File: config.mk
export PLATFORM = sky130hd
export DESIGN_NAME = edge_event_arbiter
export DESIGN_NICKNAME = d
export VERILOG_FILES = /design/src/rtl/edge_event_arbiter.sv
export SDC_FILE = /design/constraint.sdc
export NUM_CORES = 1
export LEC_CHECK = 0
export CORE_ASPECT_RATIO = 1.75
export CORE_MARGIN = 2
export CORE_UTILIZATION = 40
export DETAILED_ROUTE_END_ITERATION = 10
export GPL_TIMING_DRIVEN = 0
export PLACE_DENSITY = 0.72
export REMOVE_ABC_BUFFERS = 1
export SETUP_SLACK_MARGIN = 0.4
export SYNTH_ARGS = -nofsm -noshare
export SYNTH_HDL_FRONTEND = slang
export SYNTH_SLANG_ARGS = --single-unit
File: constraint.sdc
create_clock -name clk -period 5.3 [get_ports clk]
set_input_delay 0.53 -clock clk [delete_from_list [all_inputs] [get_ports clk]]
set_output_delay 0.53 -clock clk [all_outputs]
set_load 0.05 [all_outputs]
File: src/rtl/edge_event_arbiter.sv
// Multi-channel rising-edge event scheduler: per-channel pending counters feed a
// round-robin arbiter that drives one registered valid/ready event port.
module edge_event_arbiter #(
   parameter  int N_CH  = 4,
   parameter  int CNT_W = 2,
   localparam int ID_W  = $clog2(N_CH)
) (
   input  logic            clk,
   input  logic            resetn,
   input  logic [N_CH-1:0] din,
   output logic            evt_valid,
   output logic [ID_W-1:0] evt_id,
   input  logic            evt_ready,
   output logic [N_CH-1:0] ovf,
   input  logic [N_CH-1:0] ovf_clr
);

   localparam logic [CNT_W-1:0] CNT_MAX = '1;

   logic [N_CH-1:0]  din_q;
   logic [N_CH-1:0]  rise;
   logic [N_CH-1:0]  grant;
   logic [N_CH-1:0]  ovf_set;
   logic [CNT_W-1:0] pend_cnt [N_CH];
   logic [ID_W-1:0]  rr_ptr;
   logic [ID_W-1:0]  pick_id;
   logic [ID_W-1:0]  pick_nxt;
   logic [ID_W:0]    idx;
   logic             pick_found;
   logic             load_en;

   assign rise    = din & ~din_q;
   assign load_en = ~evt_valid | evt_ready;

   // Search starts at rr_ptr and wraps; counts are registered, so an edge
   // counted this cycle only becomes eligible on the next one.
   always_comb begin
      pick_found = 1'b0;
      pick_id    = '0;
      idx        = '0;
      for (int j = 0; j < N_CH; j++) begin
         idx = {1'b0, rr_ptr} + (ID_W+1)'(j);
         if (idx >= (ID_W+1)'(N_CH)) idx = idx - (ID_W+1)'(N_CH);
         if (!pick_found && (pend_cnt[idx[ID_W-1:0]] != '0)) begin
            pick_found = 1'b1;
            pick_id    = idx[ID_W-1:0];
         end
      end
   end

   assign pick_nxt = (pick_id == ID_W'(N_CH-1)) ? '0 : pick_id + 1'b1;

   always_comb begin
      grant = '0;
      if (load_en && pick_found) grant[pick_id] = 1'b1;
   end

   always_comb begin
      ovf_set = '0;
      for (int i = 0; i < N_CH; i++)
         ovf_set[i] = rise[i] & ~grant[i] & (pend_cnt[i] == CNT_MAX);
   end

   always_ff @(posedge clk or negedge resetn) begin
      if (!resetn) begin
         din_q <= '0;
      end else begin
         din_q <= din;
      end
   end

   // A simultaneous edge and grant cancel out, so a full counter never loses it.
   always_ff @(posedge clk or negedge resetn) begin
      if (!resetn) begin
         for (int i = 0; i < N_CH; i++) pend_cnt[i] <= '0;
         ovf <= '0;
      end else begin
         for (int i = 0; i < N_CH; i++) begin
            case ({rise[i], grant[i]})
               2'b10:   if (pend_cnt[i] != CNT_MAX) pend_cnt[i] <= pend_cnt[i] + 1'b1;
               2'b01:   pend_cnt[i] <= pend_cnt[i] - 1'b1;
               default: pend_cnt[i] <= pend_cnt[i];
            endcase
         end
         ovf <= ovf_set | (ovf & ~ovf_clr);
      end
   end

   always_ff @(posedge clk or negedge resetn) begin
      if (!resetn) begin
         evt_valid <= 1'b0;
         evt_id    <= '0;
         rr_ptr    <= '0;
      end else if (load_en) begin
         evt_valid <= pick_found;
         if (pick_found) begin
            evt_id <= pick_id;
            rr_ptr <= pick_nxt;
         end
      end
   end

endmodule

-- Word level (Yosys, flattened, before mapping)
Cells that the tools add are included.
- magnitude comparators: 10
- bitwise operators: 23
- equal/unequal tests: 21
- reductions and logical operators: 21
- multiplexer cells: 36
- add/subtract/negate cells: 16
- operators by type and width (kind ; number):
    2-bit 2-to-1 mux ; 21
    3-bit greater-or-equal comparator, second input constant ; 7
    2-bit == test, second input constant ; 9
    2-bit binary-select mux with 2-bit select ; 4
    2-bit inequality test, second input constant ; 8
    2-bit one-hot mux with 2 select lines ; 4
    2-bit nonzero test ; 8
    2-bit by 1-bit subtractor with 2-bit output, second input constant ; 8
    2-bit inverter with 3-bit output ; 4
    2-bit by 1-bit adder with 2-bit output, second input constant ; 5
    2-bit AND reduction ; 5
    1-bit AND ; 8
    4-bit AND ; 2
    2-bit by 1-bit == test with 1-bit output, second input constant ; 4
    4-bit inverter ; 2
    2-bit by 2-bit adder with 3-bit output, second input constant ; 2
    1-bit logical AND ; 5
    1-bit 2-to-1 mux ; 5
    1-bit inverter ; 5
    4-bit 2-to-1 mux ; 1
    4-bit bitwise OR ; 1
    2-bit by 1-bit adder with 3-bit output, second input constant ; 1
    2-bit by 3-bit greater-or-equal comparator with 1-bit output, second input constant ; 1
    1-bit zero test ; 3
    4 further kinds ; 4
- logic and storage cells: 136
- flip-flop bits (word level): 21
- bits of input ports: 11

-- Depth between registers and ports, before layout
Gate-level depths: netlist of the first run.
- word-level depth: 26
- depth in mapped cells: 10
- mapped depth without buffers: 9

-- Worst setup path before layout of the first run
OpenSTA, ideal clock, no wires.
- path kind: register to register
- from: register pend_cnt[6] (netlist bit)
- to: register pend_cnt[4] (netlist bit)
- buffers on the path: 1
- library setup time: 0.120 ns
- clock period less this slack: 2.312 ns
- path slack: 2.988 ns
- data arrival time: 2.191 ns
- cell stages (with the launch flop): 10
- cell sequence: dfrtp_1 -> clkbuf_1 -> o21ai_0 -> o21ai_0 -> a211oi_2 -> ha_1 -> inv_1 -> a211o_4 -> or3b_1 -> o211a_1
- word-level cells in the longest chain between the ends: 22
- elaborated cells between the ends (all ways): 43
- classes of those cells: order compare: 2; eq/ne: 3; mux: 24; reduce/logical: 14
- RTL lines (element ; RTL line ; RTL):
    from (decl) ; 24 ; logic [CNT_W-1:0] pend_cnt [N_CH];
    from (signal, indexed assignment) ; 81 ; 2'b01: pend_cnt[i] <= pend_cnt[i] - 1'b1;
    from (signal, indexed assignment) ; 82 ; default: pend_cnt[i] <= pend_cnt[i];
    2-bit binary-select mux with 2-bit select ; 44 ; if (!pick_found && (pend_cnt[idx[ID_W-1:0]] != '0)) begin
    2-bit 2-to-1 mux (not written as such) (2 in a row) ; 44 ;
    2-bit nonzero test ; 44 ;
    1-bit 2-to-1 mux ; 44 ;
    1-bit zero test ; 44 ;
    1-bit logical AND ; 44 ;
    1-bit 2-to-1 mux ; 44 ;
    1-bit zero test ; 44 ;
    [... 5 more ...] ; - ;
    via pick_id[0] ; 26 ; logic [ID_W-1:0] pick_id;
    2-bit by 3-bit < comparator with 1-bit output (not written as such) / 2-bit by 1-bit greater-or-equal comparator with 1-bit output (equally long branches) ; 55 ; if (load_en && pick_found) grant[pick_id] = 1'b1;
    1-bit logical AND (not written as such) ; 55 ;
    1-bit 2-to-1 mux (not written as such) ; 55 ;
    1-bit demux with 2-bit select * ; 55 ;
    4-bit 2-to-1 mux * ; 55 ;
    2-bit == test / 2-bit by 1-bit == test with 1-bit output (equally long branches) ; 79 ; case ({rise[i], grant[i]})
    2-bit inequality test (no source line) / 2-bit nonzero test (equally long branches) ; - ;
    2-bit AND reduction (no source line) ; - ;
Mark *: on every way through the listed nets, which the timed path passes. The rest lies on a longest branch. The select of a mux whose other input is x is not followed.
A chain may end at the register's enable or synchronous reset.

-- Final worst setup path of the first run
Ends and elaborated chain as after synthesis.

==> run_results.csv, run 1 <==
group,metric,value,unit
outcome,status,"complete, no violations",
clocking,path_clk_slew,0.08,ns
synthesis,synth-adder-area-share,4.10,%
sta,slew_viol_final,0,
setup_path,start_kind,"flip-flop",
synthesis,syn_area_per_cell,10.0,um2
clocking,root_buffer,"clkbuf_8",
clocking,post_cts_buffers,0,
finish,layout.area.seq,526,um2
placed_design,io_buffers,17,
clocking,htree_levels,1,
synthesis,synth_compound_area_share,21.1,%
power_and_ir_drop,power_frac_comb,40.4,%
power_and_ir_drop,intPower,0.000360,W
finish,fill_cells,270,
setup_path,worstSetupPathType,"reg2reg",
finish,drive_above_1_share,8.03,%
finish,final_core_util,49.1,%
clocking,clk_path_buf_depth,2,
clocking,clk_latency,0.26,ns
placed_design,gp_congestion,0.808,
synthesis,yosysMostFrequentCell,"dfrtp_1",
sta,fin_skew,0.00308,ns
synthesis,synth_flop_cell,"dfrtp_1",
global_routing,grt_max_degree,22,
setup_path,crit_top_cell,"o21ai_0",
placed_design,place_hpwl,1.76,mm
finish,multiInputGateArea,631,um2
sta,slew_headroom,38.8,%
floorplanning,core-area,2930,um2
floorplanning,die_h,77.1,um
global_routing,antenna_found_initial,0,
sta,period_share,48.2,%
floorplanning,num_rows,26,
routing,drt-initial-drc-count,12,
synthesis,postSynthCellCount,122,
floorplanning,die_area,3530,um2
clocking,cts_tree,"done",
routing,wl_per_cell,14.5,um
setup_path,crit_buf_inv,1,
clocking,postCtsResizedCells,0,
finish,stdcell_count,165,
sta,hold_viol,0,
synthesis,synth.area.mux_share,2.46,%
power_and_ir_drop,p_clk_share,17.3,%
placed_design,dp_cells,161,
global_routing,grt_pass1_vias,941,
synthesis,yosysTopAreaCell,"dfrtp_1",
sta,worstMarginPinSlew,0.916,ns
floorplanning,pin_count,18,
sta,tns,0,ns
finish,syn_to_final_growth,17.6,%
min_path,worstHoldPathType,"reg2reg",
setup_path,slowest_delay,0.50,ns
synthesis,synth_top_area_share,43.0,%
routing,ant_nets,0,
finish,finalNetCount,153,
finish,n_antenna_cell,0,
sta,rsz0062_at_grt,"no",
setup_path,crit_family,"compound AO/OA/AOI/OAI gates",
synthesis,ys_types,39,
setup_path,path_cells,"o21ai_0 -> o21ai_0 -> a211oi_2 -> ha_1 -> inv_1 -> a211o_4 -> or3b_1 -> o211a_1",
setup_path,worstSetupEndpointType,"flip-flop",
synthesis,yosys-top-cells-count,"21 x dfrtp_1, 9 x nand2_1, 8 x inv_1",
synthesis,synthSimpleGateAreaFrac,23.3,%
synthesis,async_flop_share,100,%
synthesis,synth_edf_count,0,
power_and_ir_drop,power_switching,0.000247,W
setup_path,required,5.45,ns
setup_path,cp_max_fo,11,
sta,post-route-min-period,2.55,ns
placed_design,dp_slack,2.79,ns
clocking,cts-hold-fix-buffers,0,
power_and_ir_drop,leakage,0.587,nW
clocking,cts_made_buffers,3,
setup_path,crit_arrival,2.70,ns
power_and_ir_drop,power_density,423,nW/um2
synthesis,synthXorXnorAreaFrac,0.717,%
sta,setup_violations,0,
synthesis,syn_area,1220,um2
routing,drc,0,
global_routing,grt_usage,15.5,%
power_and_ir_drop,ir_drop,0.000236,V
sta,worst_slack,2.75,ns
synthesis,ys_seq_area_share,43.0,%
synthesis,ys_ff_latch,21,
sta,fmax,0.392,GHz
synthesis,ys_warn_count,0,
setup_path,crit_slowest_cell,"dfrtp_1",
synthesis,synth_top_family_by_area,"simple AND/OR/NAND/NOR gates",
job,max-cap-violations,0,
routing,drt-total-wl,2.39,mm
floorplanning,initial_utilization,41.7,%
power_and_ir_drop,p_sw_share,40.7,%
synthesis,synthTopCellsByArea,"dfrtp_1 43%, ha_1 4.1%, a31oi_1 3.1%",
power_and_ir_drop,seqPwrFrac,42.3,%
routing,vias_per_cell,5.96,
routing,drt_first_pass_iters,4,
global_routing,grt_remaining_overflow,0,
clocking,cts.sinks,21,
routing,num_vias,984,
global_routing,grt_pass1_wl,4.17,mm
floorplanning,die_x,45.8,um
[layout by cell type (no fill, tap or decap)]
cell type / netlist / layout
nor3_1: 2 / 2
nor2_1: 4 / 4
nor4_1: 2 / 2
dfrtp_1: 21 / 21
nand2b_1: 4 / 4
nand3_1: 5 / 5
o21bai_1: 1 / 1
clkdlybuf4s50_1: 0 / 17
o21a_1: 5 / 5
nand4_1: 3 / 3
a21oi_1: 3 / 3
mux2_4: 2 / 2
nand3b_1: 1 / 1
and4b_2: 1 / 1
o21ai_0: 3 / 3
inv_1: 8 / 8
a21o_1: 4 / 4
o22ai_1: 3 / 3
a22o_1: 1 / 1
nand2_1: 9 / 9
clkbuf_1: 1 / 1
ha_1: 4 / 4
a211oi_1: 4 / 4
nor4_4: 1 / 1
clkbuf_8: 0 / 3
a211oi_2: 1 / 1
xnor2_1: 1 / 1
nor3b_1: 3 / 3
a31oi_1: 6 / 6
nor2b_1: 5 / 5
a211o_1: 1 / 1
a21oi_2: 1 / 1
and4b_1: 2 / 2
a211o_4: 1 / 1
nor4_2: 1 / 1
or3b_1: 1 / 1
nand4b_1: 1 / 1
o211a_1: 1 / 1
[sequential cells by signal, indices dropped and copies added, names as in the netlist]
signal     count
evt_id         2
rr_ptr         2
din_q          4
evt_valid      1
ovf            4
pend_cnt       8
[logic make-up (layout without fill, tap and decap cells)]
kind of cell	Yosys count	after routing
multiplexers	2	2
AO/OA/AOI/OAI	35	35
buffers and inverters	14	29
XOR/XNOR	1	1
AND/OR/NAND/NOR	45	45
flip-flops	21	21
adder cells (fa/ha/maj)	4	4
[cell type report]
class,count,area share [%]
Tap cell,28,2.44
Timing Repair Buffer,17,11.8
Clock buffer,4,3.14
Inverter,8,2.09
Sequential cell,21,36.6
Multi-Input combinational cell,87,43.9
[per-stage QoR]
stage / total power, W / area [um2] / hold WS [ns]
after floorplan: 0.000429 / 1190 / 0.234
after detailed placement: 0.000504 / 1390 / 0.497
after global placement: 0.000491 / 1390 / 0.495
after global routing: 0.000652 / 1440 / 0.555
after CTS: 0.000611 / 1440 / 0.525
final: 0.000607 / 1440 / 0.520
[final timing paths]
kind	slack, ns	end	start	cells past startpoint
setup / recovery	2.75	pend_cnt[4]$_DFFE_PN0P_	pend_cnt[6]$_DFFE_PN0P_	8
hold / removal	0.52	evt_id[0]$_DFFE_PN0N_	evt_id[0]$_DFFE_PN0N_	1
setup reg to reg	2.75	pend_cnt[4]$_DFFE_PN0P_	pend_cnt[6]$_DFFE_PN0P_	8
hold reg to reg	0.52	evt_id[0]$_DFFE_PN0N_	evt_id[0]$_DFFE_PN0N_	1
max in group asynchronous	3.96	evt_id[0]$_DFFE_PN0N_	resetn	1
min in group asynchronous	0.78	ovf[0]$_DFF_PN0_	resetn	1
[per-layer routing]
layer  vias up  routed length (um)  GRT usage, %
met5         -                   0             0
met4         0                  48          6.86
met3         5                  63          2.12
met2        13                1280          25.4
met1       491                 999          19.3
li1        475                   -             -
[power by group through the flow]
stage | combinational [W] | sequential [W] | clock (W)
4_1_cts | 0.000247 | 0.000255 | 0.000109
6_report | 0.000246 | 0.000257 | 0.000105
5_1_grt | 0.000271 | 0.000265 | 0.000116
3_5_place_dp | 0.000245 | 0.000259 | 0
3_3_place_gp | 0.000237 | 0.000254 | 0
2_1_floorplan | 0.000131 | 0.000297 | 0
No activity file was read; power rests on OpenSTA's default activity.
==> run 2, diff against run 1 <==
==> constraint.sdc (replaced) <==
create_clock -name clk -period 2.4 [get_ports clk]
set_input_delay 0.24 -clock clk [delete_from_list [all_inputs] [get_ports clk]]
set_output_delay 0.24 -clock clk [all_outputs]
set_load 0.05 [all_outputs]
==> run 2 against run 1 <==
  * First-iteration DRC count rose by 58%
  * Worst setup slack lost 2.5 ns
  * Clock power grew 120%
  * Final area increased by 17%
  * Via count grew 7.4%
  * Core utilization grew 8.1 points
  * Maximum frequency increased by 20%
  * Critical path type unchanged
  * Critical endpoint unchanged
  * Largest power group is now combinational cells
==> run_results.csv, run 2 (synthesis gave the netlist of run 1 again) <==
group,metric,value,unit
setup_path,crit_slowest_cell,"dfrtp_2",
power_and_ir_drop,p_clk_share,14.4,%
finish,largest_register,"pend_cnt",
power_and_ir_drop,ir_drop,0.000516,V
finish,largest_reg_flops,8,
setup_path,crit_arrival,2.27,ns
sta,fin_skew,0.00390,ns
sta,post-route-min-period,2.12,ns
placed_design,gp_congestion,0.808,
sta,hold_viol,0,
sta,rsz0062_at_grt,"yes",
clocking,cts_made_buffers,3,
placed_design,dp_slack,-0.114,ns
floorplanning,initial_utilization,41.7,%
setup_path,worstSetupPathType,"reg2reg",
floorplanning,core-area,2930,um2
setup_path,crit_family,"compound AO/OA/AOI/OAI gates",
floorplanning,die_h,77.1,um
setup_path,path_cells,"nor3_4 -> a211oi_1 -> a211oi_2 -> ha_1 -> inv_1 -> a211o_4 -> or3b_1 -> o211a_1",
finish,layout_common_cells,"17 x clkdlybuf4s50_1, 15 x buf_4, 12 x dfrtp_1",
routing,vias_per_cell,5.87,
finish,n_antenna_cell,0,
finish,syn_to_final_growth,37.1,%
min_path,min_path_cells,1,
routing,wl_per_cell,15.5,um
power_and_ir_drop,power_density,959,nW/um2
job,max-cap-violations,0,
setup_path,rr_startpoint,"pend_cnt[6]$_DFFE_PN0P_",
routing,drt-total-wl,2.80,mm
setup_path,required,2.55,ns
routing,drt-initial-drc-count,19,
clocking,clk_path_buf_depth,2,
outcome,status,"complete, no violations",
power_and_ir_drop,intPower,0.000949,W
power_and_ir_drop,power_switching,0.000655,W
sta,fmax,0.471,GHz
routing,num_vias,1057,
power_and_ir_drop,power_frac_comb,50.5,%
setup_path,r2r-end,"pend_cnt[4]$_DFFE_PN0P_",
sta,slew_headroom,38.9,%
clocking,cts_tree,"done",
floorplanning,die_area,3530,um2
global_routing,grt_pass1_wl,4.53,mm
floorplanning,pin_count,18,
setup_path,crit_buf_inv,1,
finish,drive_above_1_share,34.2,%
finish,final_common_cell,"clkdlybuf4s50_1",
finish,fin_area,1670,um2
sta,holdWs,0.452,ns
global_routing,grt_pass1_vias,1056,
clocking,root_buffer,"clkbuf_8",
finish,fill_cells,260,
clocking,cts.sinks,21,
power_and_ir_drop,leakage,0.679,nW
clocking,htree_levels,1,
min_path,hp-start,"din[1]",
setup_path,ff2ff_setup_slack,0.28,ns
setup_path,cp_max_fo,7,
setup_path,worstSetupEndpointType,"flip-flop",
setup_path,r2r_cells,8,
clocking,clk_latency,0.26,ns
placed_design,dpl_cell_area,1390,um2
sta,period_share,88.4,%
routing,ant_nets,0,
sta,worst_slack,0.277,ns
routing,drt_first_pass_iters,4,
power_and_ir_drop,p_total,0.00160,W
sta,setup_violations,0,
setup_path,start_kind,"flip-flop",
placed_design,io_buffers,17,
min_path,holdPathEnd,"din_q[1]$_DFF_PN0_",
floorplanning,die_x,45.8,um
global_routing,antenna_found_initial,0,
clocking,path_clk_slew,0.08,ns
clocking,cts-hold-fix-buffers,0,
floorplanning,num_rows,26,
sta,tns,0,ns
power_and_ir_drop,p_sw_share,40.8,%
power_and_ir_drop,seqPwrFrac,35.0,%
sta,worstMarginPinSlew,0.913,ns
routing,drc,0,
finish,finalNetCount,168,
placed_design,place_hpwl,1.76,mm
finish,reg_top3,"pend_cnt x8, din_q x4, ovf x4",
min_path,worstHoldPathType,"in2reg",
global_routing,grt_max_degree,22,
setup_path,slowest_delay,0.47,ns
global_routing,grt_remaining_overflow,0,
global_routing,grt_usage,16.9,%
sta,slew_viol_final,0,
-- run 2: final cells by class --
class,count,area [um2],share of cell area (%)
Multi-Input combinational cell,87,742,44.3
Sequential cell,21,537,32.1
Timing Repair Buffer,32,283,16.9
Clock buffer,4,45.0,2.69
Tap cell,28,35.0,2.09
Inverter,8,32.5,1.94
-- run 2: worst max path at each step --
| stage | startpoint | to | depth (start not counted) |
|---|---|---|---|
| floorplan | pend_cnt[6]$_DFFE_PN0P_ | pend_cnt[4]$_DFFE_PN0P_ | 8 |
| global placement | pend_cnt[2]$_DFFE_PN0P_ | pend_cnt[4]$_DFFE_PN0P_ | 8 |
| detailed placement | pend_cnt[2]$_DFFE_PN0P_ | pend_cnt[4]$_DFFE_PN0P_ | 8 |
| CTS | pend_cnt[3]$_DFFE_PN0P_ | pend_cnt[4]$_DFFE_PN0P_ | 8 |
| global route | pend_cnt[7]$_DFFE_PN0P_ | pend_cnt[4]$_DFFE_PN0P_ | 8 |
| finish | pend_cnt[6]$_DFFE_PN0P_ | pend_cnt[4]$_DFFE_PN0P_ | 8 |
-- run 2: routing by layer --
metal  wire length, um  track usage, %  vias up
li1                  -               -      505
met1              1160            19.4      521
met2              1470            28.2       22
met3                75            2.59        9
met4                89            9.43        0
met5                 0               0        -
-- run 2: power groups by stage --
stage	sequential [W]	combinational, W	clock [W]
after global routing	0.000573	0.000876	0.000260
after global placement	0.000560	0.000523	0
after detailed placement	0.000572	0.000540	0
after CTS	0.000548	0.000691	0.000241
after floorplan	0.000656	0.000290	0
final	0.000562	0.000811	0.000232
-- run 2: worst reg2reg max path, delay by kind of cell (launching register included) --
family | cells | cell delay, ns
AO/OA/AOI/OAI | 4 | 0.74
AND/OR/NAND/NOR | 2 | 0.57
flip-flops | 1 | 0.47
adder cells (fa/ha/maj) | 1 | 0.19
buffers and inverters | 1 | 0.04
-- run 2: per-stage QoR --
stage | instances | util, %
2_1_floorplan | 116 | -
3_3_place_gp | 161 | 47.5
3_5_place_dp | 161 | 47.5
4_1_cts | 176 | 53.5
5_1_grt | 180 | 57.2
6_report | 180 | 57.2
-- run 2: repair_timing --
item,in CTS,in global routing
setup endpoints to repair,12,12
buffers inserted,11,4
endpoints found under the hold margin,0,0
pin swaps,3,4
resized for setup,20,17
==> run 3, diff against run 2 <==
--- a/config.mk
+++ b/config.mk
@@ -16,3 +16,4 @@
 export SYNTH_ARGS = -nofsm -noshare
 export SYNTH_HDL_FRONTEND = slang
 export SYNTH_SLANG_ARGS = --single-unit
+export TNS_END_PERCENT = 20
==> run 3 against run 2 <==
  * Sequential cell count stayed put
  * Total power decreased by 4.8%
  * Wire length decreased by 0.86%
  * Clock skew fell by 0.00054 ns
  * Critical path depth stayed put
  * Largest power group unchanged
==> run_results.csv, run 3 (synthesis gave the netlist of run 1 again) <==
group,metric,value,unit
finish,reg_top3,"pend_cnt x8, din_q x4, ovf x4",
routing,vias_per_cell,5.87,
power_and_ir_drop,power_density,954,nW/um2
setup_path,required,2.55,ns
sta,tns,0,ns
global_routing,grt_remaining_overflow,0,
clocking,clk_path_buf_depth,2,
sta,fmax,0.457,GHz
setup_path,worstSetupPathType,"reg2reg",
finish,largest_register,"pend_cnt",
global_routing,grt_pass1_vias,1021,
clocking,root_buffer,"clkbuf_8",
setup_path,crit_arrival,2.34,ns
floorplanning,pin_count,18,
finish,largest_reg_flops,8,
floorplanning,num_rows,26,
power_and_ir_drop,p_total,0.00153,W
routing,drt-total-wl,2.77,mm
floorplanning,die_area,3530,um2
finish,final_core_util,54.7,%
setup_path,cp_max_fo,7,
global_routing,grt_usage,16.3,%
clocking,htree_levels,1,
power_and_ir_drop,ir_drop,0.000481,V
routing,wl_per_cell,15.6,um
finish,finalNetCount,166,
clocking,path_clk_slew,0.08,ns
finish,stdcell_count,178,
routing,num_vias,1045,
finish,fin_area,1600,um2
setup_path,start_kind,"flip-flop",
routing,ant_nets,0,
placed_design,dp_cells,161,
sta,fin_skew,0.00336,ns
global_routing,grt_pass1_wl,4.39,mm
power_and_ir_drop,leakage,0.643,nW
clocking,cts.sinks,21,
sta,hold_viol,0,
finish,drive_above_1_share,29.3,%
global_routing,antenna_found_initial,0,
floorplanning,die_h,77.1,um
finish,fill_cells,259,
sta,rsz0062_at_grt,"yes",
clocking,cts_tree,"done",
routing,drc,0,
finish,final_common_cell,"clkdlybuf4s50_1",
sta,post-route-min-period,2.19,ns
min_path,worstHoldPathType,"in2reg",
placed_design,dpl_cell_area,1390,um2
clocking,cts_made_buffers,3,
placed_design,gp_congestion,0.808,
placed_design,io_buffers,17,
clocking,clk_latency,0.26,ns
floorplanning,initial_utilization,41.7,%
placed_design,place_hpwl,1.76,mm
sta,slew_headroom,38.6,%
global_routing,grt_max_degree,22,
routing,drt-initial-drc-count,23,
finish,n_antenna_cell,0,
outcome,status,"complete, no violations",
sta,setup_violations,0,
sta,period_share,91.2,%
job,max-cap-violations,0,
finish,syn_to_final_growth,31.3,%
setup_path,worstSetupEndpointType,"flip-flop",
floorplanning,core-area,2930,um2
finish,layout_common_cells,"17 x clkdlybuf4s50_1, 13 x buf_4, 12 x dfrtp_1",
sta,slew_viol_final,0,
routing,drt_first_pass_iters,4,
floorplanning,die_x,45.8,um
sta,worstMarginPinSlew,0.918,ns
run 3: what timing repair did:
action                                  in CTS  in global routing
hold buffers                                 0                  0
resized for setup                           12                 13
pin swaps                                    2                  4
buffers inserted                             7                  6
endpoints found under the setup margin      12                 11
run 3: layout make-up:
class | count | area (um2) | share of cell area [%]
repair buffers | 30 | 268 | 16.7
multi-input cells | 87 | 688 | 42.9
clock buffers | 4 | 45.0 | 2.81
well taps | 28 | 35.0 | 2.19
flip-flops and latches | 21 | 537 | 33.5
inverters | 8 | 30.0 | 1.87
run 3: path summary, 6_finish.rpt:
kind	startpoint	endpoint	slack [ns]	cells after the start
worst max-delay path	pend_cnt[7]$_DFFE_PN0P_	pend_cnt[4]$_DFFE_PN0P_	0.21	8
worst min-delay path	din[1]	din_q[1]$_DFF_PN0_	0.44	1
worst max register to register	pend_cnt[7]$_DFFE_PN0P_	pend_cnt[4]$_DFFE_PN0P_	0.21	8
worst min register to register	evt_id[0]$_DFFE_PN0N_	evt_id[0]$_DFFE_PN0N_	0.52	1
max in group asynchronous	resetn	pend_cnt[0]$_DFFE_PN0P_	1.29	1
min in group asynchronous	resetn	ovf[0]$_DFF_PN0_	0.49	1
run 3: layer usage:
| metal | vias up | share of wire (%) | GRT usage, % |
|---|---|---|---|
| li1 | 503 | - | - |
| met1 | 514 | 41 | 19.1 |
| met2 | 19 | 54 | 27.3 |
| met3 | 9 | 2.3 | 2.35 |
| met4 | 0 | 3.3 | 8.29 |
| met5 | - | 0 | 0 |
run 3: critical path: stages (launching register included):
cell and delay, ns:
dfrtp_2 0.45, o21ai_2 0.19, o21ai_1 0.12, a211oi_2 0.29, ha_1 0.19, inv_1 0.04, a211o_4 0.30, or3b_1 0.36
o211a_1 0.13
run 3: report_power, final:
group	internal [W]	leakage, nW	switching, W
clock network	0.000118	0.0228	0.000116
registers	0.000447	0.224	0.000120
logic	0.000341	0.396	0.000387
total	0.000907	0.643	0.000622
run 3: through the flow:
step                hold slack (ns)  setup WS (ns)
floorplan                   -0.0556          0.173
global placement              0.495       -0.00778
detailed placement            0.497         -0.114
CTS                           0.440          0.266
global route                  0.456          0.193
finish                        0.444          0.211
==> variant, RTL diff (settings of run 2) <==
Set the parameter `CNT_W` to 4 (it was 2).
--- a/src/rtl/edge_event_arbiter.sv
+++ b/src/rtl/edge_event_arbiter.sv
@@ -2,7 +2,7 @@
 // round-robin arbiter that drives one registered valid/ready event port.
 module edge_event_arbiter #(
    parameter  int N_CH  = 4,
-   parameter  int CNT_W = 2,
+   parameter  int CNT_W = 4,
    localparam int ID_W  = $clog2(N_CH)
 ) (
    input  logic            clk,
Check against the original RTL: not equivalent (a bounded check fails within 10 cycles, from zero or initial values and one cycle with resetn low).
==> variant against run 2 <==
  * The flow now finishes with violations (negative hold slack, negative setup slack)
  * Sequential cell count grew 8
  * Power up 140%
  * Highest routed layer unchanged
  * Routed wire length is 67% higher
  * Largest cell class unchanged
  * Cell area up 59%
  * Cell count is 52% higher
  * Clock power rose by 97%
  * Synthesized area is 48% higher
  * Worst setup slack worse by 1.0 ns
  * Critical endpoint is now pend_cnt[6]
==> variant: results (changes against run 2) <==
- Status: finished with violations
- Failing checks: negative hold slack, negative setup slack
- Post-route setup TNS: -7.52 ns (-7.52 ns)
- Met3 Track Usage GR: 0.0323 (+0.00638)
- CTS H-Tree Depth: 2 (+1)
- DPL Wire Length: 2.41 mm (+37%)
- Max Buffers Root-to-Sink: 2 (unchanged)
- Root buffer cell: clkbuf_8
- WHS: -0.0149 ns (-0.466 ns)
- Crit Path Max Fanout: 5 (-2)
- Pre-CTS setup slack: -1.20 ns (-1.08 ns)
- Gr usage total: 0.190 (+0.0206)
- Largest net degree at the start of global routing: 30 (+36%)
- Slew @ Worst Pin: 0.680 ns (-0.234 ns)
- Launch point of the worst reg-to-reg path: pend_cnt[12]
- Number of synthesis warnings: 0 (unchanged)
- IR drop worst, VDD: 0.773 mV (+50%)
- Fin. Hold Viols: 22 (+22)
- Filler cells: 335 (+29%)
- Post-synthesis sequential area ratio: 0.402 (-0.0278)
- CP max stage cell: dfrtp_2
- Sequential cell area: 728 sq um (+36%)
- M2 GR Usage: 0.321 (+0.0397)
- Share of flip-flops with an asynchronous set or reset: 1.00 (unchanged)
- Final-report setup violation count: 16 (+16)
- Wire per inst: 17.1 microns (+10%)
- Clock transition at the registers of the reported paths: 0.07 ns
- Leak: 1.20 nW (+77%)
- Crit path max-delay family: simple AND/OR/NAND/NOR gates
- Cell mode on critical path: buf_6
- Synth area leaders: dfrtp_1, ha_1, fa_1, mux2i_1, inv_1
- Synth unique cells: 36 (-7.7%)
- Post-route worst setup slack: -0.746 ns (-1.02 ns)
- Worst r2r dst: pend_cnt[6]
- Initial antenna violation count: 0 (unchanged)
- Critical path class: register to register
- GR Util met1: 0.204 (+0.00947)
- Ratio of cells with drive above 1 in the final layout: 0.437 (+0.0948)
- DR iter-0 viols: 30 (+11)
- Drt drc: 0 (unchanged)
- HP Class: primary input to asynchronous set/reset pin
- Crit path largest cell delay: 0.42 ns (-0.05 ns)
- Count of input and output buffers: 17 (unchanged)
- GPL Wtd Cong: 0.794 (-1.8%)
- Regs by FF count: pend_cnt (16), din_q (4), ovf (4)
- Vias: 1484 (+40%)
- Nets: 248 (+48%)
- Clock Skew: 0.00429 ns (+0.000385 ns)
- Post-place instance area: 0.00201 sq mm (+45%)
- Worst Reg2Reg Path Length in Cells: 15 (+7)
- Number of CTS-inserted buffers: 5 (+2)
- Top post-synthesis cells by count: dfrtp_1, inv_1, nand2_1
- Worst skew pair latency: 0.29 ns (+0.03 ns)
- Global-route wire length before repair: 6.98 mm (+54%)
- Number of global-route vias before repair: 1567 (+48%)
variant: cell count changes after synthesis, moves of 4 or more:
cell     change
inv_1       +11
dfrtp_1      +8
ha_1         +8
mux2i_1      +8
nand2_1      +8
xnor2_1      +7
nand3_1      -5
o21ai_0      +5
a21oi_1      +4
a31oi_1      -4
fa_1         +4
o21a_1       -4
variant: where the power goes:
group	switching (mW)	internal (mW)	leakage, nW
Sequential	0.246	0.690	0.343
Clock	0.199	0.259	0.0542
Combinational	1.15	1.24	0.802
Total	1.60	2.19	1.20
variant: cells by family after synthesis:
| kind of cell | synth area share |
|---|---|
| DFF | 0.403 |
| muxes | 0.0736 |
| adders and majority gates | 0.128 |
| buffers and inverters | 0.0541 |
| xor gates and xnor gates | 0.0486 |
| and+or+nand+nor | 0.148 |
| AOI/OAI and AO/OA | 0.146 |
variant: area by class of cell:
type / instances / area share
repair buffers: 51 / 0.173
flip-flops and latches: 29 / 0.273
multi-input cells: 115 / 0.463
inverters: 19 / 0.0277
clock inverters: 1 / 0.00188
clock buffers: 7 / 0.0362
well taps: 51 / 0.0240
variant: stage by stage:
stage          power [mW]  cells  hold WS [ns]
6_report             3.78    273       -0.0149
5_1_grt              4.05    273        0.0359
4_1_cts              3.40    266         0.419
3_5_place_dp         2.32    231         0.466
3_3_place_gp         2.26    231         0.470
2_1_floorplan        2.01    163       -0.0556
variant: repair_timing:
item	4_1_cts	5_1_grt
cloned	0	0
endpoints found under the setup margin	23	24
hold buffers	0	0
pin swaps	20	27
gates resized for setup	40	31
buffers inserted	27	7
variant: per-layer routing:
layer | share of wire | vias up
met4 | 0.037 | 0
met3 | 0.025 | 13
met1 | 0.37 | 747
met2 | 0.56 | 33
li1 | - | 691
met5 | 0 | -
